`src/rtl/pong_game_ctrl.sv`:
```
// Round/score sequencer for the pong ball: serve delay, play, pause and game-over timing.
// All outputs are registered. Button and score inputs act on rising edges only.
module pong_game_ctrl #(
  parameter int WIN_SCORE    = 7,
  parameter int SERVE_FRAMES = 60,
  parameter int OVER_FRAMES  = 180,
  parameter int SCORE_W      = 4
) (
  input  logic               in_clock,
  input  logic               in_reset_n,
  input  logic               in_ani_stb,
  input  logic               in_btn_start,
  input  logic               in_btn_pause,
  input  logic               in_left_score,
  input  logic               in_right_score,
  output logic               out_ball_reset,
  output logic               out_ball_start,
  output logic               out_animate,
  output logic [SCORE_W-1:0] out_left_points,
  output logic [SCORE_W-1:0] out_right_points,
  output logic [1:0]         out_winner,
  output logic [2:0]         out_state
);

  localparam int CNT_MAX = (SERVE_FRAMES > OVER_FRAMES) ? SERVE_FRAMES : OVER_FRAMES;
  localparam int CNT_W   = $clog2(CNT_MAX + 1);
  localparam logic [CNT_W-1:0]   C_SERVE = CNT_W'(SERVE_FRAMES);
  localparam logic [CNT_W-1:0]   C_OVER  = CNT_W'(OVER_FRAMES);
  localparam logic [CNT_W-1:0]   C_ONE   = CNT_W'(1);
  localparam logic [SCORE_W-1:0] C_WIN   = SCORE_W'(WIN_SCORE);

  typedef enum logic [2:0] {
    S_IDLE  = 3'd0,
    S_SERVE = 3'd1,
    S_PLAY  = 3'd2,
    S_PAUSE = 3'd3,
    S_OVER  = 3'd4
  } state_t;

  state_t             r_state, w_state_nxt;
  logic [CNT_W-1:0]   r_cnt, w_cnt_nxt;
  logic [SCORE_W-1:0] r_left, w_left_nxt, w_left_inc;
  logic [SCORE_W-1:0] r_right, w_right_nxt, w_right_inc;
  logic [1:0]         r_winner, w_winner_nxt;
  logic               r_ball_reset, w_ball_reset_nxt;
  logic               r_ball_start, w_ball_start_nxt;
  logic               r_animate, w_animate_nxt;
  logic               r_prev_start, r_prev_pause, r_prev_left, r_prev_right;
  logic               w_start_rise, w_pause_rise, w_left_rise, w_right_rise;
  logic               w_restart;

  assign w_start_rise = in_btn_start   & ~r_prev_start;
  assign w_pause_rise = in_btn_pause   & ~r_prev_pause;
  assign w_left_rise  = in_left_score  & ~r_prev_left;
  assign w_right_rise = in_right_score & ~r_prev_right;

  // Saturate so a point counter can never pass WIN_SCORE or wrap.
  assign w_left_inc  = (r_left  >= C_WIN) ? r_left  : r_left  + SCORE_W'(1);
  assign w_right_inc = (r_right >= C_WIN) ? r_right : r_right + SCORE_W'(1);

  always_comb begin
    w_state_nxt      = r_state;
    w_cnt_nxt        = r_cnt;
    w_left_nxt       = r_left;
    w_right_nxt      = r_right;
    w_winner_nxt     = r_winner;
    w_ball_reset_nxt = 1'b0;
    w_ball_start_nxt = 1'b0;
    w_restart        = 1'b0;

    case (r_state)
      S_IDLE: begin
        w_restart = w_start_rise;
      end
      S_SERVE: begin
        if (in_ani_stb) begin
          if (r_cnt <= C_ONE) begin
            w_cnt_nxt        = '0;
            w_state_nxt      = S_PLAY;
            w_ball_start_nxt = 1'b1;
          end else begin
            w_cnt_nxt = r_cnt - C_ONE;
          end
        end
      end
      S_PLAY: begin
        if (w_pause_rise) begin
          w_state_nxt = S_PAUSE;
        end else if (w_left_rise) begin
          w_left_nxt = w_left_inc;
          if (w_left_inc == C_WIN) begin
            w_winner_nxt = 2'b01;
            w_cnt_nxt    = C_OVER;
            w_state_nxt  = S_OVER;
          end else begin
            w_cnt_nxt   = C_SERVE;
            w_state_nxt = S_SERVE;
          end
        end else if (w_right_rise) begin
          w_right_nxt = w_right_inc;
          if (w_right_inc == C_WIN) begin
            w_winner_nxt = 2'b10;
            w_cnt_nxt    = C_OVER;
            w_state_nxt  = S_OVER;
          end else begin
            w_cnt_nxt   = C_SERVE;
            w_state_nxt = S_SERVE;
          end
        end
      end
      S_PAUSE: begin
        if (w_start_rise) begin
          w_restart = 1'b1;
        end else if (w_pause_rise) begin
          w_state_nxt = S_PLAY;
        end
      end
      S_OVER: begin
        if (w_start_rise) begin
          w_restart = 1'b1;
        end else if (in_ani_stb) begin
          if (r_cnt <= C_ONE) begin
            w_cnt_nxt   = '0;
            w_state_nxt = S_IDLE;
          end else begin
            w_cnt_nxt = r_cnt - C_ONE;
          end
        end
      end
      default: begin
        w_state_nxt = S_IDLE;
      end
    endcase

    // A new game wipes the scoreboard and recentres the ball before serving.
    if (w_restart) begin
      w_left_nxt       = '0;
      w_right_nxt      = '0;
      w_winner_nxt     = 2'b00;
      w_ball_reset_nxt = 1'b1;
      w_cnt_nxt        = C_SERVE;
      w_state_nxt      = S_SERVE;
    end
  end

  assign w_animate_nxt = (w_state_nxt == S_SERVE) || (w_state_nxt == S_PLAY);

  always_ff @(posedge in_clock or negedge in_reset_n) begin
    if (!in_reset_n) begin
      r_state      <= S_IDLE;
      r_cnt        <= '0;
      r_left       <= '0;
      r_right      <= '0;
      r_winner     <= 2'b00;
      r_ball_reset <= 1'b0;
      r_ball_start <= 1'b0;
      r_animate    <= 1'b0;
      r_prev_start <= 1'b0;
      r_prev_pause <= 1'b0;
      r_prev_left  <= 1'b0;
      r_prev_right <= 1'b0;
    end else begin
      r_state      <= w_state_nxt;
      r_cnt        <= w_cnt_nxt;
      r_left       <= w_left_nxt;
      r_right      <= w_right_nxt;
      r_winner     <= w_winner_nxt;
      r_ball_reset <= w_ball_reset_nxt;
      r_ball_start <= w_ball_start_nxt;
      r_animate    <= w_animate_nxt;
      r_prev_start <= in_btn_start;
      r_prev_pause <= in_btn_pause;
      r_prev_left  <= in_left_score;
      r_prev_right <= in_right_score;
    end
  end

  assign out_ball_reset   = r_ball_reset;
  assign out_ball_start   = r_ball_start;
  assign out_animate      = r_animate;
  assign out_left_points  = r_left;
  assign out_right_points = r_right;
  assign out_winner       = r_winner;
  assign out_state        = r_state;

endmodule
```
`config.mk`:
```
export PLATFORM = sky130hd
export DESIGN_NAME = pong_game_ctrl
export DESIGN_NICKNAME = d
export VERILOG_FILES = /design/src/rtl/pong_game_ctrl.sv
export SDC_FILE = /design/constraint.sdc
export NUM_CORES = 1
export LEC_CHECK = 0
export CAP_MARGIN = 10
export CORE_MARGIN = 4
export CORE_UTILIZATION = 43
export DETAILED_ROUTE_END_ITERATION = 10
export PLACE_DENSITY_LB_ADDON = 0.3
export SYNTH_ARGS = -nofsm -noshare
export SYNTH_HDL_FRONTEND = slang
export SYNTH_SLANG_ARGS = --single-unit
```
`constraint.sdc`:
```
create_clock -name in_clock -period 2.5 [get_ports in_clock]
set_input_delay 0.625 -clock in_clock [delete_from_list [all_inputs] [get_ports in_clock]]
set_output_delay 0.625 -clock in_clock [all_outputs]
set_load 0.02 [all_outputs]
```
# Yosys cells after proc, flatten, opt, wreduce, memory -nomap -nowiden
# Index checks and enable logic that the tools add are counted.
# Widths: inputs -> output; s select.
# totals
output_inout_bits	16
register_bits	28
inputBits	7
# op_classes
n_reduce_logical	13
add_sub_neg	3
muxes	48
order_cmp	3
n_eq_ne	14
n_bitwise	8
# op_table
op	n
$mux 8	9
$mux 4	11
$mux 3	13
$pmux 8 s3	1
$pmux 3 s5	1
$mux 2	7
$eq 3x2->1 const B	3
$add 4x1->4 const B	2
$eq 4x3->1 const B	2
$ge 4x3->1 const B	2
$le 8x1->1 const B	1
$reduce_and 4->1	2
$sub 8x1->8 const B	1
$eq 3x1->1 const B	2
$ne 3x3->1 const B	2
$reduce_bool 2->1	3
$reduce_bool 3->1	2
$mux 1	5
$reduce_and 5->1	1
$and 1x1->1	4
$ne 2x1->1 const B	2
$ne 4x4->1 const B	1
$not 1->1	4
$reduce_bool 4->1	1
7 further kinds	7

# Depth between registers and ports, before layout
# logic_depth
word_depth	11
mapped_depth	8
depth_no_buf	7

# Worst setup path before layout
# Ideal clock, no wire load.
# synth_path
kind	reg-to-reg
from	register r_right[0], in the netlist out_right_points[0]
to	register r_winner[0], in the netlist out_winner[0]
arrival_time_ns	1.929
path_slack_ns	0.451
period_less_slack_ns	2.049
path_buffers	0
path_stages_with_launch	8
path_cell_list	dfrtp_1 -> ha_1 -> or3b_1 -> o32ai_1 -> a21oi_1 -> nor3_2 -> mux2i_1 -> nor2_1
# synth_via
elab_chain_cells	5
# synth_rtl
item	line	source
start, declared	43	logic [SCORE_W-1:0] r_right, w_right_nxt, w_right_inc;
start signal, assigned	166	r_right <= w_right_nxt;
$add 4x1->4 / $ge 4x3->1 (equally long branches)	59	assign w_right_inc = (r_right >= C_WIN) ? r_right : r_right + SCORE_W'(1);
$mux 4 *	59	
$eq 4x3->1 *	101	if (w_right_inc == C_WIN) begin
$reduce_bool 3->1 (no line) *	--	
$reduce_and 5->1 (no line) *	--	
end signal, assigned	167	r_winner <= w_winner_nxt;
end, declared	44	logic [1:0] r_winner, w_winner_nxt;
# Every way passes the cells marked *; elsewhere a longest branch is shown, timed or not.
# A chain may end at the register's enable or synchronous reset.

# Final worst setup path
# layout_path
from	input port in_left_score
to	register r_winner[0], in the netlist out_winner[0]
# layout_via
elab_chain_cells	5
# layout_rtl
item	line	source
start, declared	14	input logic in_left_score,
$and 1x1->1 *	54	assign w_left_rise = in_left_score & ~r_prev_left;
$mux 2	89	end else if (w_left_rise) begin
$mux 2	87	if (w_pause_rise) begin
$mux 2	71	case (r_state)
$mux 2	136	if (w_restart) begin
# Every way passes the cells marked *; elsewhere a longest branch is shown, timed or not. The select of a mux whose other input is x is not followed.

==> impl_metrics.csv <==
group,metric,value,unit
timing,worst_pin_slew,532.5,ps
run,maxCapViolations,0,
floorplanning,row_count,21,
synthesis,ys_seq_area_frac,0.4399,
synthesis,yosysUniqueCellTypes,57,
cells_and_area,layout_commonest_cell,"dfrtp_1",
placement,dp.cells,238,
clock_network,clockRootBuffer,"clkbuf_8",
global_route,globalRouteOverflowTotal,0,
floorplanning,die_width,68.86,um
cells_and_area,filler_cell_count,305,
floorplanning,start_util,0.4592,
global_route,grt_max_degree,29,
routing,met2WireLength,1741,um
synthesis,yosys-top-cells-area,"dfrtp_1 44%, nand2_1 4.2%, nor2_1 3.8%, ha_1 3.1%, o21ai_0 3.1%",
timing,grt_setup_unrepaired,"false",
routing,route.vias.total,1388,
worst_setup_path,critPathMaxFanout,4,
synthesis,syn_inst,165,
synthesis,synth_top_cell_by_area,"dfrtp_1",
pwr,p_leak,0.8275,nW
timing,drv_slew,0,
floorplanning,dieArea,0.004742,sq mm
cells_and_area,diodes,0,
placement,hpwlAfterDp,2675,um
synthesis,synth_edf_count,0,
synthesis,synth.net_count,176,
cells_and_area,nNetsFinal,208,
placement,place_congestion,0.9089,
routing,top_layer_used,"met4",
global_route,grt_pass1_vias,1403,
synthesis,synth_seq_cells,28,
timing,hold_violations,0,
synthesis,syn_avg_cell_area,9.653,sq um
global_route,grt_usage,0.1673,
worst_setup_path,crit_slowest_cell,"clkdlybuf4s50_1",
worst_setup_path,worstReg2RegEnd,"out_winner[0]",
clock_network,cts.reportedPaths.clkPinSlew,90,ps
routing,post_drt_wl_per_cell,14.66,um
worst_setup_path,worstPathArrival,2490,ps
routing,wl_met1,1613,um
clock_network,cts_resized,0,
placement,place_worst_setup_slack,-105.7,ps
synthesis,syn_area,0.001593,sq mm
pwr,power.density,688.7,mW/mm^2
cells_and_area,regArea,700.7,sq um
pwr,power,1.368,mW
timing,worst_hold_slack,527.8,ps
timing,setup_tns,0,ps
cells_and_area,final_cell_mix,"28 x dfrtp_1, 22 x clkdlybuf4s50_1, 18 x nand2_1, 16 x nor2_1",
routing,antenna_left,0,
clock_network,cts.sinks,28,
cells_and_area,final_area,0.001987,sq mm
clock_network,clock_latency,270,ps
run_status,status,"finished clean",
routing,viasPerCell,5.736,
synthesis,synth_ff_type,"dfrtp_1",
worst_hold_path,holdCritPathClass,"flip-flop to flip-flop",
clock_network,cts_made_buffers,3,
cells_and_area,final_util,0.5729,
timing,fin_crit_sh,0.9286,
cells_and_area,multi_input_area,835.8,sq um
timing,slew_headroom,0.6426,
routing,drc,0,
timing,fin_crit,2321,ps
routing,wirelength,3547,um
timing,finalSetupViolCount,0,
worst_setup_path,required,2670,ps
worst_setup_path,ff2ff_setup_slack,250,ps
worst_setup_path,reg2reg_from,"out_right_points[0]",
cells_and_area,synthToLayoutAreaGrowth,24.74,%
worst_setup_path,cp_cell_sequence,"clkdlybuf4s50_1 > nand2b_4 > buf_4 > a311oi_1 > a21oi_1 > nor3_2 > mux2i_1 > nor2_1",
worst_setup_path,r2r_cells,7,
pwr,peakVddDrop,385.6,uV
cells_and_area,drive_above_1_share,0.1378,
worst_setup_path,startpoint_type,"input port",
routing,wl_met3,165,um
floorplanning,ios,23,
synthesis,synth_top_area_share,0.4399,
worst_setup_path,criticalPathCategory,"input port to flip-flop",
clock_network,ctsLongestPathBuffers,2,
clock_network,hold_buffers,0,
floorplanning,core_area,0.003468,sq mm
floorplanning,die_h,68.86,um
worst_setup_path,critPathMaxStageDelay,540,ps
worst_setup_path,worstSetupStartpoint,"in_left_score",
worst_setup_path,end_kind,"flip-flop",
timing,finalWorstSetupSlack,178.6,ps
clock_network,h-tree-depth,1,
timing,skew,0.9729,ps
global_route,grt_antenna_before_repair,0,
routing,dr.pass1.iters,4,
timing,fmax,0.4308,GHz
clock_network,cts_setup_buffers,0,
routing,drtIter0Drc,65,
global_route,grt_pass1_wl,6106,um
placement,port_buffers,22,
synthesis,synth-async-reset-ratio,1.000,
placement,dpl_cell_area,0.001916,sq mm
cells_and_area,finalNonFillerCells,242,
synthesis,synth_warnings,0,
clock_network,tritoncts,"done",
worst_setup_path,endpoint,"out_winner[0]",
report_power, final:
group / total [mW] / leakage, nW / switching (mW) / internal [mW]
Clock: 0.348 / 0.0357 / 0.134 / 0.214
Sequential: 0.618 / 0.355 / 0.0936 / 0.524
Combinational: 0.402 / 0.436 / 0.225 / 0.178
Total: 1.37 / 0.827 / 0.452 / 0.916
Yosys cell counts (2+ instances only):
cell	count
o22ai_1	2
nand2b_4	2
nor4_1	3
a21oi_1	9
ha_1	4
nand3_1	5
dfrtp_1	28
o21ai_0	10
inv_1	6
nand2_1	18
nand2b_1	4
buf_4	2
nor2b_1	3
nor2_1	16
nand4bb_1	2
or3_1	2
o21ai_1	2
nand4_1	2
nor3_1	5
buf_2	3
worst max-delay path: cells and delay by family:
family / cells / cell delay (ps)
mux: 1 / 230
simple gates: 3 / 480
compound gates: 2 / 470
buf+inv: 2 / 680
flip-flops by register name, summed over array words and instances (netlist names):
signal,count
r_cnt,8
out_ball_start,1
out_right_points,4
r_prev_pause,1
r_prev_start,1
r_prev_right,1
r_prev_left,1
out_animate,1
out_state,3
out_ball_reset,1
out_winner,2
out_left_points,4
layer usage:
metal	vias up	track usage
li1	668	-
met1	677	0.2130
met2	41	0.2940
met3	2	0.03241
met4	0	0.03406
met5	-	0
layout make-up:
cell class / instances / share of cell area
clock inverters: 1 / 0.01511
clock buffers: 3 / 0.02078
repair buffers: 32 / 0.1486
inverters: 7 / 0.01322
flip-flops and latches: 28 / 0.3526
multi-input cells: 125 / 0.4207
well taps: 46 / 0.02897
how the worst min path moves through the flow:
stage	from	to	depth (start not counted)
2_1_floorplan	in_reset_n	out_animate	0
3_3_place_gp	r_cnt[3]	r_cnt[3]	2
3_5_place_dp	r_cnt[3]	r_cnt[3]	2
4_1_cts	r_cnt[3]	r_cnt[3]	2
5_1_grt	r_cnt[3]	r_cnt[3]	2
6_report	r_cnt[3]	r_cnt[3]	2
kinds of logic after synthesis:
family | Yosys count | synth area share
AND/OR/NAND/NOR | 74 | 0.2710
AO/OA/AOI/OAI | 44 | 0.2050
flip-flops | 28 | 0.4399
buffers and inverters | 12 | 0.03534
adder cells (fa/ha/maj) | 4 | 0.03142
XOR/XNOR | 2 | 0.01100
multiplexers | 1 | 0.006285
No activity file was read; power rests on OpenSTA's default activity.
